`src/rtl/comparator_pkg.sv`:
```
// comparator_pkg: shared types, result encoding and sizing helpers for seq_mag_comparator
package comparator_pkg;
    typedef enum logic {IDLE, RUN} state_t;
    localparam logic [2:0] RES_EQ = 3'b100;
    localparam logic [2:0] RES_GT = 3'b010;
    localparam logic [2:0] RES_LT = 3'b001;
    function automatic int nchunk(input int width, input int chunk);
        return width / chunk;
    endfunction
    function automatic int idx_w(input int n);
        return n > 1 ? $clog2(n) : 1;
    endfunction
endpackage

```
`src/rtl/comp_chunk.sv`:
```
// comp_chunk: combinational CHUNK-bit unsigned magnitude compare
//   a, b  in   CHUNK  chunk operands
//   e     out  1      a == b
//   g     out  1      a > b
//   l     out  1      a < b
module comp_chunk #(
    parameter int CHUNK = 2
) (
    input  logic [CHUNK-1:0] a,
    input  logic [CHUNK-1:0] b,
    output logic             e,
    output logic             g,
    output logic             l
);
    assign e = a == b;
    assign g = a > b;
    assign l = a < b;
endmodule

```
`src/rtl/seq_mag_comparator.sv`:
```
// seq_mag_comparator: multi-cycle MSB-first magnitude comparator with early exit
//   clk, rst     in   1      clock, synchronous active-high reset
//   start        in   1      request, accepted when ready
//   signed_mode  in   1      two's-complement compare, sampled on accept
//   a, b         in   WIDTH  operands, sampled on accept
//   ready        out  1      idle, able to accept
//   busy         out  1      scanning chunks
//   done         out  1      one-cycle pulse, flags valid from here
//   eq, gt, lt   out  1      result flags, held until next accept/reset
module seq_mag_comparator import comparator_pkg::*; #(
    parameter int WIDTH = 16,
    parameter int CHUNK = 2
) (
    input  logic             clk,
    input  logic             rst,
    input  logic             start,
    input  logic             signed_mode,
    input  logic [WIDTH-1:0] a,
    input  logic [WIDTH-1:0] b,
    output logic             ready,
    output logic             busy,
    output logic             done,
    output logic             eq,
    output logic             gt,
    output logic             lt
);
    localparam int NCHUNK = nchunk(WIDTH, CHUNK);
    localparam int IW = idx_w(NCHUNK);
    localparam logic [IW-1:0] TOP = IW'(NCHUNK - 1);

    if (CHUNK < 1 || WIDTH % CHUNK != 0) begin : g_bad_params
        $error("seq_mag_comparator: WIDTH must be a positive multiple of CHUNK");
    end

    state_t           r_state;
    state_t           w_next_state;
    logic [WIDTH-1:0] r_a;
    logic [WIDTH-1:0] r_b;
    logic [IW-1:0]    r_idx;
    logic [2:0]       r_res;
    logic             r_done;
    logic [CHUNK-1:0] w_ca;
    logic [CHUNK-1:0] w_cb;
    logic             w_e;
    logic             w_g;
    logic             w_l;
    logic             w_accept;
    logic             w_fin;

    assign w_ca = r_a[int'(r_idx) * CHUNK +: CHUNK];
    assign w_cb = r_b[int'(r_idx) * CHUNK +: CHUNK];

    comp_chunk #(.CHUNK(CHUNK)) u_chunk (
        .a (w_ca),
        .b (w_cb),
        .e (w_e),
        .g (w_g),
        .l (w_l)
    );

    always_comb begin
        w_accept     = start && r_state == IDLE;
        w_fin        = r_state == RUN && (!w_e || r_idx == '0);
        w_next_state = w_accept ? RUN : (w_fin ? IDLE : r_state);
    end

    // Signed mode flips the operand MSBs at capture (offset binary), so the
    // chunk scan itself is always unsigned and only the top chunk is affected.
    always_ff @(posedge clk) begin
        if (rst) begin
            r_state <= IDLE;
            r_idx   <= TOP;
            r_res   <= '0;
            r_done  <= 1'b0;
        end else begin
            r_state <= w_next_state;
            r_done  <= w_fin;
            if (w_accept) begin
                r_a   <= {a[WIDTH-1] ^ signed_mode, a[WIDTH-2:0]};
                r_b   <= {b[WIDTH-1] ^ signed_mode, b[WIDTH-2:0]};
                r_idx <= TOP;
                r_res <= '0;
            end else if (w_fin) begin
                r_res <= w_e ? RES_EQ : (w_g ? RES_GT : RES_LT);
            end else if (r_state == RUN) begin
                r_idx <= r_idx - IW'(1);
            end
        end
    end

    assign ready = r_state == IDLE;
    assign busy  = r_state == RUN;
    assign done  = r_done;
    assign eq    = r_res[2];
    assign gt    = r_res[1];
    assign lt    = r_res[0];
endmodule

```
`config.mk`:
```
export PLATFORM = sky130hd
export DESIGN_NAME = seq_mag_comparator
export DESIGN_NICKNAME = d
export VERILOG_FILES = /design/src/rtl/comparator_pkg.sv /design/src/rtl/comp_chunk.sv /design/src/rtl/seq_mag_comparator.sv
export SDC_FILE = /design/constraint.sdc
export NUM_CORES = 1
export LEC_CHECK = 0
export BUFFER_PORTS_ARGS = -buffer_cell sky130_fd_sc_hd__buf_2
export CORE_AREA = 2 2 68 70
export DETAILED_ROUTE_END_ITERATION = 8
export DIE_AREA = 0 0 70 72
export SLEW_MARGIN = 20
export SYNTH_ARGS = -nofsm -noshare
export SYNTH_HDL_FRONTEND = slang
export SYNTH_SLANG_ARGS = --single-unit
```
`constraint.sdc`:
```
create_clock -name clk -period 8.4 [get_ports clk]
set_clock_uncertainty 0.15 [all_clocks]
set_input_delay 1.26 -clock clk [delete_from_list [all_inputs] [get_ports clk]]
set_output_delay 1.26 -clock clk [all_outputs]
set_load 0.03 [all_outputs]
```
Word-level counts from Yosys, hierarchy flattened
Cells that the tools add are included.

Input bits: 36. Word-level logic and storage cells: 29. Register bits after elaboration: 40. Output and inout bits: 6.

Magnitude comparators: 1. Shift operators: 2. Eq/ne operators: 1. Bitwise operators: 5. Mux-type cells: 4. Reductions and logical operators: 9. $add $sub $neg: 1.

Operators by type and width (count): variable part select 16 x 5 -> 2 bit (2); AND reduction 2 bit (2); zero test 3 bit (1); 2-to-1 mux 3 bit (1); NOT 1 bit (3); subtractor 3 x 1 -> 3 bit, second input constant (1); equality test 2 bit (1); greater-than comparator 2 bit (1); logical AND 1 bit (2); 2-to-1 mux 1 bit (2); 2-to-1 mux 2 bit (1); nonzero test 2 bit (1); OR reduction 2 bit (1); bitwise XOR 1 bit (2); zero test 1 bit (1); logical OR 1 bit (1).

Depth between registers and ports, before layout
Gate-level depths: netlist of run 1.

Word-level depth: 7. Gate-level depth with buffers: 7. Gate-level depth less buffers: 6.

By module
A second synthesis of run 1 with hierarchy kept.

Cells, all modules: 100. Area total of the unflattened synthesis: 1676.6 um2.

Modules (own cells, without submodules): seq_mag_comparator (sequential area each 1121.1 um2, instances 1, area each 1614.0 um2, cells each 91); comp_chunk (sequential area each 0.0 um2, instances 1, area each 62.6 um2, cells each 9).

Least setup slack after synthesis of run 1
No wires, ideal clock.

Kind: input to register. From: in start. To: reg r_a[0] (enable). Setup time: 0.425 ns. Arrival time: 3.045 ns. Stages: 2. Setup slack: 4.780 ns. Required time: 7.825 ns. Buffers on the path: 0. Cell sequence: nor2b_1 -> nor2b_1.

Longest elaborated chain between the ends: 2.

Ends and longest elaborated chain: start: declaration (RTL line seq_mag_comparator.sv:16) `input logic start,`; logical AND 1 bit (RTL line seq_mag_comparator.sv:62) `w_accept = start && r_state == IDLE;`; AND reduction 2 bit (no source line); end signal: assignment (RTL line seq_mag_comparator.sv:79) `r_a <= {a[WIDTH-1] ^ signed_mode, a[WIDTH-2:0]};`; end: declaration (RTL line seq_mag_comparator.sv:37) `logic [WIDTH-1:0] r_a;`.

Every way passes these cells. A chain may end at the register's enable or synchronous reset.

Worst setup path after layout of run 1
From: reg r_idx[0]. To: reg r_res[1].

Longest elaborated chain between the ends: 5. Elaborated cells on any way between the ends: 10. Classes of those cells: order compare: 1; eq/ne: 1; shift: 2; mux: 2; reduce/logical: 4.

Ends and longest elaborated chain: start: declaration (RTL line seq_mag_comparator.sv:39) `logic [IW-1:0] r_idx;`; start signal: assignment (RTL line seq_mag_comparator.sv:86) `r_idx <= r_idx - IW'(1);`; parallel branches: the longest is 5 deep, another holds greater-than comparator 2 bit; end signal: assignment (RTL line seq_mag_comparator.sv:84) `r_res <= w_e ? RES_EQ : (w_g ? RES_GT : RES_LT);`; end: declaration (RTL line seq_mag_comparator.sv:40) `logic [2:0] r_res;`.

Parallel ways; which one is timed is not known.

==> out/qor.yml, run 1 <==
start_util_pct: 38.91
powerDensity_nw_per_um2: 187.9
drv_slew: 0
utilization_pct: 46.80
crit_arrival_ns: 2.85
max_freq_mhz: 361.0
synth.cell_area_um2: 1659
vias: 950
slew_headroom_pct: 62.74
finalCritPeriodShare_pct: 32.98
power.share.sequential_pct: 60.4
hold_viol: 0
seq_area_frac_synth_pct: 67.57
dp_slack_ns: 5.331
rsz0062_at_grt: "false"
fin_hold_ws_ns: 0.2974
area_growth_pct: 20.29
fp.dieH_um: 72
required_ns: 8.48
crit_start: "r_idx[0]"
power.internal_uw: 296.5
layout_min_cycle_time_ns: 2.770
ys_seq_elements: 40
synth_top_area_share_pct: 57.92
placed_cell_area_um2: 1916
hold_class: "reg2reg"
p_comb_share_pct: 8.4
num_antenna_cells: 0
cts_resized: 0
worst-path-buf-inv: 0
io_buffers: 41
core_area_um2: 4264
swShare_pct: 20.92
async_flop_share_pct: 0
avgViaCountPerCell: 4.922
drc: 0
ios: 42
p_clk_share_pct: 31.3
ir_drop_mv: 0.1270
postCtsHoldBufs: 0
grt-ovfl-total: 0
criticalPathCategory: "reg2reg"
drv_cap: 0
end_kind: "flip-flop"
netlist_instances: 95
synth_cell_types: 26
synth_top_flop_cell: "edfxtp_1"
cts_sinks: 40
status: "finished clean"
htreeDepth: 2
final_cell_mix: "buf_2, edfxtp_1, mux4_1, dfxtp_1, inv_1"
grt_max_degree: 25
drt_first_iter_violations: 42
cp_max_fo: 11
dieArea_um2: 5040
cts.clk_slew.worst_paths_ns: 0.07
cts-buffers-inserted: 5
final_area_um2: 1996
synth_warnings: 0
antenna_found_initial: 0
p_switching_uw: 78.47
drt_pass1_iterations: 4
cts_buffer_depth: 2
die_w_um: 70
grt_pass1_vias: 989
grt_pass1_wl_mm: 4.388
nets: 180
syn_nets: 135
hp-start: "r_res[2]"
fin_tns_setup_ns: 0
cp-start-kind: "flip-flop"
leakage_uw: 0.0008280
synth_edf_count: 32
drive_above_1_share_pct: 36.17
cts_root_buf: "clkbuf_8"
worstMarginPinSlew_ns: 0.5582
synthTopCellsByArea: "edfxtp_1, mux4_1, dfxtp_1, ha_1, mux2i_1"
final_common_cell: "buf_2"
crit_path_max_incr_delay_ns: 0.68
synth_top_area_cell: "edfxtp_1"
setup_viol: 0
synth_area_per_cell_um2: 17.46
crit_path_cell_trace: "mux4_1 > mux2_2 > ha_1 > nand2_1 > o21ai_0 > a32o_1"
crit_family: "multiplexers"
ant_nets: 0
r2r_slack_ns: 5.63
wire_per_inst_um: 13.45
routed_wl_mm: 2.595
hpwl_mm: 1.877
grt_use_total_pct: 11.50
fp-row-count: 24
layout_setup_ws_ns: 5.630
cp_slowest_cell: "dfxtp_1"
insertion_delay_ns: 0.28
cts_tree: "yes"
routabilityCongestion: 0.7611
reg2reg_from: "r_idx[0]"
post_cts_buffers: 0
layer usage:
metal | global-route usage [%] | share of wire, % | vias up
li1 | - | - | 464
met1 | 12.86 | 41 | 447
met2 | 18.94 | 50 | 35
met3 | 5.417 | 8.0 | 4
met4 | 5.128 | 1.8 | 0
met5 | 0 | 0 | -
power groups by stage:
| stage | clock network, uW | registers, uW | logic [uW] |
|---|---|---|---|
| after floorplan | 0 | 233 | 16.3 |
| after global placement | 0 | 231 | 30.8 |
| after detailed placement | 0 | 231 | 31.7 |
| after CTS | 121 | 226 | 31.8 |
| after global routing | 131 | 227 | 34.8 |
| final | 117 | 226 | 31.3 |
flip-flops by register name, summed over array words and instances, names as in the netlist:
| signal | flops |
|---|---|
| r_a | 16 |
| r_b | 16 |
| r_idx | 3 |
| r_res | 3 |
| busy | 1 |
| done | 1 |
cell usage after synthesis (3+ instances only):
library cell,count
edfxtp_1,32
dfxtp_1,8
mux4_1,8
inv_1,6
ha_1,4
o21ai_0,4
mux2i_1,3
nor2_1,3
nor2b_1,3
nor3_1,3
metrics by stage:
step	total power [uW]	cells
after detailed placement	262.6	185
after CTS	379.5	193
after global placement	261.4	185
after floorplan	248.9	95
after global routing	393.0	193
final	375.0	193
cells by family after synthesis:
kind of cell,after synthesis,synth area share (%)
DFF,40,67.57
and+or+nand+nor,16,5.429
muxes,13,15.84
AOI/OAI and AO/OA,10,4.299
buffers and inverters,10,2.789
adders and majority gates,4,3.017
xor gates and xnor gates,2,1.056
worst reg2reg max path: cells and delay by family (launching register included):
kind / cells / cell delay (ns)
fa+ha+maj: 1 / 0.33
flops: 1 / 0.68
simple gates: 1 / 0.09
mux: 2 / 0.90
compound gates: 2 / 0.57
final timing paths:
path         cells after the start        to
max                              6  r_res[1]
min                              2  r_res[2]
max reg2reg                      6  r_res[1]
min reg2reg                      2  r_res[2]
area by class of cell:
cell class	instances	area, um2
multi-input combinational	45	494.2
timing repair buffer	42	212.7
clock inverter	1	3.754
inverter	6	22.52
clock buffer	7	76.32
tap	52	65.06
fill	394	2268
sequential	40	1121
Power figures use the tool's default switching activity.
==> run 2, diff against run 1 <==
==> constraint.sdc (replaced) <==
create_clock -name clk -period 2.5 [get_ports clk]
set_clock_uncertainty 0.15 [all_clocks]
set_input_delay 0.375 -clock clk [delete_from_list [all_inputs] [get_ports clk]]
set_output_delay 0.375 -clock clk [all_outputs]
set_load 0.03 [all_outputs]
==> out/qor.yml, run 2 (same netlist as run 1, synthesis figures left out) <==
status: "finished clean"
grt-ovfl-total: 0  # unchanged
ios: 42  # unchanged
layout_setup_ws_ns: 0.1410  # -5.489 ns
reg.largest.list: "r_a x16, r_b x16"
routabilityCongestion: 0.7708  # +1.3%
end_kind: "flip-flop"
setup_viol: 0  # unchanged
cts_buffer_depth: 2  # unchanged
criticalPathCategory: "reg2reg"
cts_tree: "yes"
placed_cell_area_um2: 1946  # +1.6%
crit_path_max_incr_delay_ns: 0.56  # -0.12 ns
crit_path_cell_trace: "mux4_1 > mux2_2 > ha_1 > nand2_1 > o21ai_1 > buf_4 > a21oi_1"
hold_depth: 1  # -1
drt_pass1_iterations: 4  # unchanged
dieArea_um2: 5040  # unchanged
cts_sinks: 40  # unchanged
start_util_pct: 38.91  # unchanged
grt_pass1_vias: 1030  # +4.1%
crit_family: "multiplexers"
r2r_slack_ns: 0.14  # -5.49 ns
slew_headroom_pct: 75.24  # +13 points
fp-row-count: 24  # unchanged
cp_slowest_cell: "mux4_1"
avgViaCountPerCell: 4.858  # -1.3%
drt_first_iter_violations: 37  # -12%
nets: 184  # +2.2%
powerDensity_nw_per_um2: 620.2  # +230%
crit_arrival_ns: 2.39  # -0.46 ns
cts.clk_slew.worst_paths_ns: 0.07  # about the same
grt_pass1_wl_mm: 4.422  # +0.77%
grt_max_degree: 17  # -32%
hold_class: "in2reg"
utilization_pct: 47.92  # +1.1 points
drv_cap: 0  # unchanged
n_fill_cell: 379  # -3.8%
antenna_found_initial: 0  # unchanged
max_freq_mhz: 423.9  # +17%
cp-start-kind: "flip-flop"
finalCritPeriodShare_pct: 94.36  # +61 points
final_area_um2: 2043  # +2.4%
hpwl_mm: 2.001  # +6.6%
fp.dieH_um: 72  # unchanged
hold_viol: 0  # unchanged
drc: 0  # unchanged
cts-buffers-inserted: 5  # unchanged
io_buffers: 41  # unchanged
routed_wl_mm: 2.692  # +3.7%
dp_slack_ns: -0.08110  # -5.412 ns
die_w_um: 70  # unchanged
final_common_cell: "buf_2"
core_area_um2: 4264  # unchanged
grt_use_total_pct: 11.47  # -0.031 points
num_antenna_cells: 0  # unchanged
vias: 957  # +0.74%
multi_input_area_um2: 505.5  # +2.3%
area_growth_pct: 23.15
drv_slew: 0  # unchanged
path_depth: 7  # +1
cp_max_fo: 7  # -4
wire_per_inst_um: 13.66  # +1.6%
required_ns: 2.53  # -5.95 ns
final_cell_mix: "buf_2, edfxtp_1, mux4_1"
worstMarginPinSlew_ns: 0.3706  # -0.1875 ns
htreeDepth: 2  # unchanged
regArea_um2: 1125  # +0.33%
leakage_uw: 0.0008514  # +2.8%
layout_min_cycle_time_ns: 2.359  # -0.4112 ns
ir_drop_mv: 0.3803  # +200%
rsz0062_at_grt: "false"
worst-path-buf-inv: 1  # +1
rr_worst_depth: 7  # +1
cts_root_buf: "clkbuf_8"
insertion_delay_ns: 0.28  # about the same
ant_nets: 0  # unchanged
drive_above_1_share_pct: 41.38  # +5.2 points
-- run 2: cell count changes in the layout (fill, tap and decap cells not counted), sizes merged --
cell / before / now
buf: 42 / 46
clkbuf: 7 / 5
clkinv: 1 / 3
-- run 2: path summary, 6_finish.rpt --
| path | to | start |
|---|---|---|
| worst min register to register | r_res[2] | r_res[2] |
| worst min-delay path | r_a[7] | a[7] |
| worst max register to register | r_res[2] | r_idx[0] |
| worst max-delay path | r_res[2] | r_idx[0] |
-- run 2: what timing repair did --
item / CTS / global route
endpoints found under the setup margin: 6 / 8
buffers inserted: 0 / 0
hold buffers: 0 / 0
resized for setup: 1 / 5
pin swaps: 0 / 0
-- run 2: per-layer routing --
metal / wire (um) / track usage (%)
met5: 0 / 0
met4: 37 / 5.342
met3: 194 / 5.139
met2: 1358 / 19.05
met1: 1101 / 12.75
-- run 2: worst reg2reg max path, cell delays in order, from the launching register on --
cell and delay (ns):
dfxtp_4 0.40, mux4_1 0.56, mux2_2 0.28, ha_1 0.34, nand2_1 0.11, o21ai_1 0.22
buf_4 0.15, a21oi_1 0.05
-- run 2: cell type report --
class | instances | share of cell area [%]
Sequential cell | 40 | 55.05
Multi-Input combinational cell | 45 | 24.74
Clock inverter | 3 | 0.6736
Tap cell | 52 | 3.184
Inverter | 6 | 1.102
Clock buffer | 5 | 3.368
Timing Repair Buffer | 46 | 11.88
-- run 2: stage by stage --
step	TNS, ns	hold slack [ns]	total power (uW)	std cells
after floorplan	0	0.3239	836.2	95
after global placement	0	0.2853	881.8	189
after detailed placement	-0.1927	0.2831	886.3	189
after CTS	0	0.1027	1284	197
after global routing	0	0.09312	1330	197
final	0	0.1143	1267	197
-- run 2: report_power, final --
group          internal [uW]  switching [uW]
combinational           54.6            56.1
clock                    189             207
sequential               750            9.40
total                    994             273
==> run 3, diff against run 2 <==
--- a/config.mk
+++ b/config.mk
@@ -6,9 +6,12 @@
 export NUM_CORES = 1
 export LEC_CHECK = 0
 export BUFFER_PORTS_ARGS = -buffer_cell sky130_fd_sc_hd__buf_2
-export CORE_AREA = 2 2 68 70
+export CELL_PAD_IN_SITES_DETAIL_PLACEMENT = 0
+export CELL_PAD_IN_SITES_GLOBAL_PLACEMENT = 1
+export CORE_AREA = 2 2 70 72
 export DETAILED_ROUTE_END_ITERATION = 8
-export DIE_AREA = 0 0 70 72
+export DIE_AREA = 0 0 72 74
+export PLACE_DENSITY_LB_ADDON = 0.1
 export SLEW_MARGIN = 20
 export SYNTH_ARGS = -nofsm -noshare
 export SYNTH_HDL_FRONTEND = slang
==> out/qor.yml, run 3 (same netlist as run 1, synthesis figures left out) <==
layout_min_cycle_time_ns: 2.357  # -0.001839 ns
post-place-cells: 194  # +2.6%
routabilityCongestion: 0.7838  # +1.7%
drt_first_iter_violations: 29  # -22%
slew_headroom_pct: 71.17  # -4.1 points
drv_slew: 0  # unchanged
wire_per_inst_um: 14.91  # +9.1%
ios: 42  # unchanged
fin_cells: 202  # +2.5%
fin_hold_ws_ns: 0.1021  # -0.01223 ns
area_growth_pct: 26.17
hold_viol: 0  # unchanged
die_w_um: 72  # +2.9%
end_kind: "flip-flop"
crit_path_cell_trace: "mux4_2 > mux2_2 > ha_4 > nand2_1 > buf_4 > a211o_1 > a21oi_1"
avgViaCountPerCell: 4.812  # -0.95%
grt_pass1_vias: 1083  # +5.1%
ant_nets: 0  # unchanged
powerDensity_nw_per_um2: 627.9  # +1.3%
grt_pass1_wl_mm: 4.940  # +12%
ir_drop_mv: 0.3658  # -3.8%
max_freq_mhz: 424.2  # about the same
drc: 0  # unchanged
cp_max_fo: 9  # +2
core_area_um2: 4598  # +7.8%
cts_sinks: 40  # unchanged
cts.clk_slew.worst_paths_ns: 0.08  # about the same
vias: 972  # +1.6%
leakage_uw: 0.0008278  # -2.8%
dieArea_um2: 5328  # +5.7%
p_comb_share_pct: 9.7  # +1.0 points
criticalPathCategory: "reg2reg"
post_cts_buffers: 0  # unchanged
crit_arrival_ns: 2.43  # +0.04 ns
grt_max_degree: 29  # +12
num_antenna_cells: 0  # unchanged
setup_viol: 0  # unchanged
final_cell_mix: "buf_2, edfxtp_1, mux4_2, dfxtp_1"
final_common_cell: "buf_2"
crit_family: "multiplexers"
power.internal_uw: 1014  # +2.0%
required_ns: 2.57  # +0.04 ns
drv_cap: 0  # unchanged
cp_slowest_cell: "dfxtp_1"
cts_tree: "yes"
cts-buffers-inserted: 5  # unchanged
finalCritPeriodShare_pct: 94.29  # about the same
drive_above_1_share_pct: 50.00  # +8.6 points
grt_use_total_pct: 12.69  # +1.2 points
fp.dieH_um: 74  # +2.8%
p_switching_uw: 300.2  # +10%
fp-row-count: 25  # +4.2%
hpwl_mm: 2.204  # +10%
swShare_pct: 22.84  # +1.3 points
nets: 187  # +1.6%
worstMarginPinSlew_ns: 0.4319  # +0.06128 ns
power.share.sequential_pct: 57.9  # -2.1 points
antenna_found_initial: 0  # unchanged
routed_wl_mm: 3.012  # +12%
crit_path_max_incr_delay_ns: 0.59  # +0.03 ns
reg.largest.list: "r_a x16, r_b x16"
grt-ovfl-total: 0  # unchanged
drt_pass1_iterations: 2  # -2
cp-start-kind: "flip-flop"
worst-path-buf-inv: 1  # unchanged
io_buffers: 41  # unchanged
postCtsHoldBufs: 0  # unchanged
status: "finished clean"
cts_root_buf: "clkbuf_8"
start_util_pct: 36.08  # -2.8 points
hold_class: "in2reg"
insertion_delay_ns: 0.29  # about the same
htreeDepth: 2  # unchanged
p_clk_share_pct: 32.4  # +1.1 points
cts_buffer_depth: 2  # unchanged
run 3: cell count changes in the layout (fill, tap and decap cells not counted), sizes merged:
cell / previous run / this run
clkinvlp: 0 / 1
buf: 46 / 49
clkinv: 3 / 1
inv: 6 / 7
run 3: worst paths after layout:
path	startpoint	to	slack, ns	depth (start not counted)
worst min register to register	r_res[2]	r_res[2]	0.30	2
worst max register to register	r_idx[1]	r_res[2]	0.14	7
worst max-delay path	r_idx[1]	r_res[2]	0.14	7
worst min-delay path	b[11]	r_b[11]	0.10	1
run 3: final cells by class:
cell class / count / area [um2]
inverters: 6 / 22.52
clock inverters: 3 / 21.27
well taps: 54 / 67.56
clock buffers: 5 / 68.82
multi-input cells: 45 / 509.2
flip-flops and latches: 40 / 1122
fillers: 430 / 2505
repair buffers: 49 / 281.5
run 3: repair_timing:
action	in CTS	in global routing
pin swaps	0	1
resized for setup	2	14
setup endpoints to repair	2	7
run 3: metal layers:
metal | wire length [um] | vias up | global-route usage, %
met5 | 0 | - | 0
met4 | 58 | 0 | 6.289
met3 | 189 | 7 | 4.607
met2 | 1520 | 25 | 21.19
met1 | 1242 | 471 | 14.56
li1 | - | 469 | -
run 3: stage by stage:
stage	TNS, ns	instance area (um2)	total power (uW)	util, %	setup slack [ns]
finish	0	2093	1314	45.52	0.1428
global route	-0.03845	2093	1379	45.52	-0.02231
CTS	0	2069	1324	45.01	0.0003542
detailed placement	-0.03009	1983	893.8	43.13	-0.02761
global placement	0	1983	889.4	43.13	0.02971
floorplan	0	1662	836.2	-	0.1231
run 3: power by group through the flow:
stage	clock network (uW)	logic [uW]	registers, uW
after floorplan	0	55.0	781
after global placement	0	116	774
after detailed placement	0	119	775
after CTS	445	119	760
after global routing	472	143	764
final	426	128	761
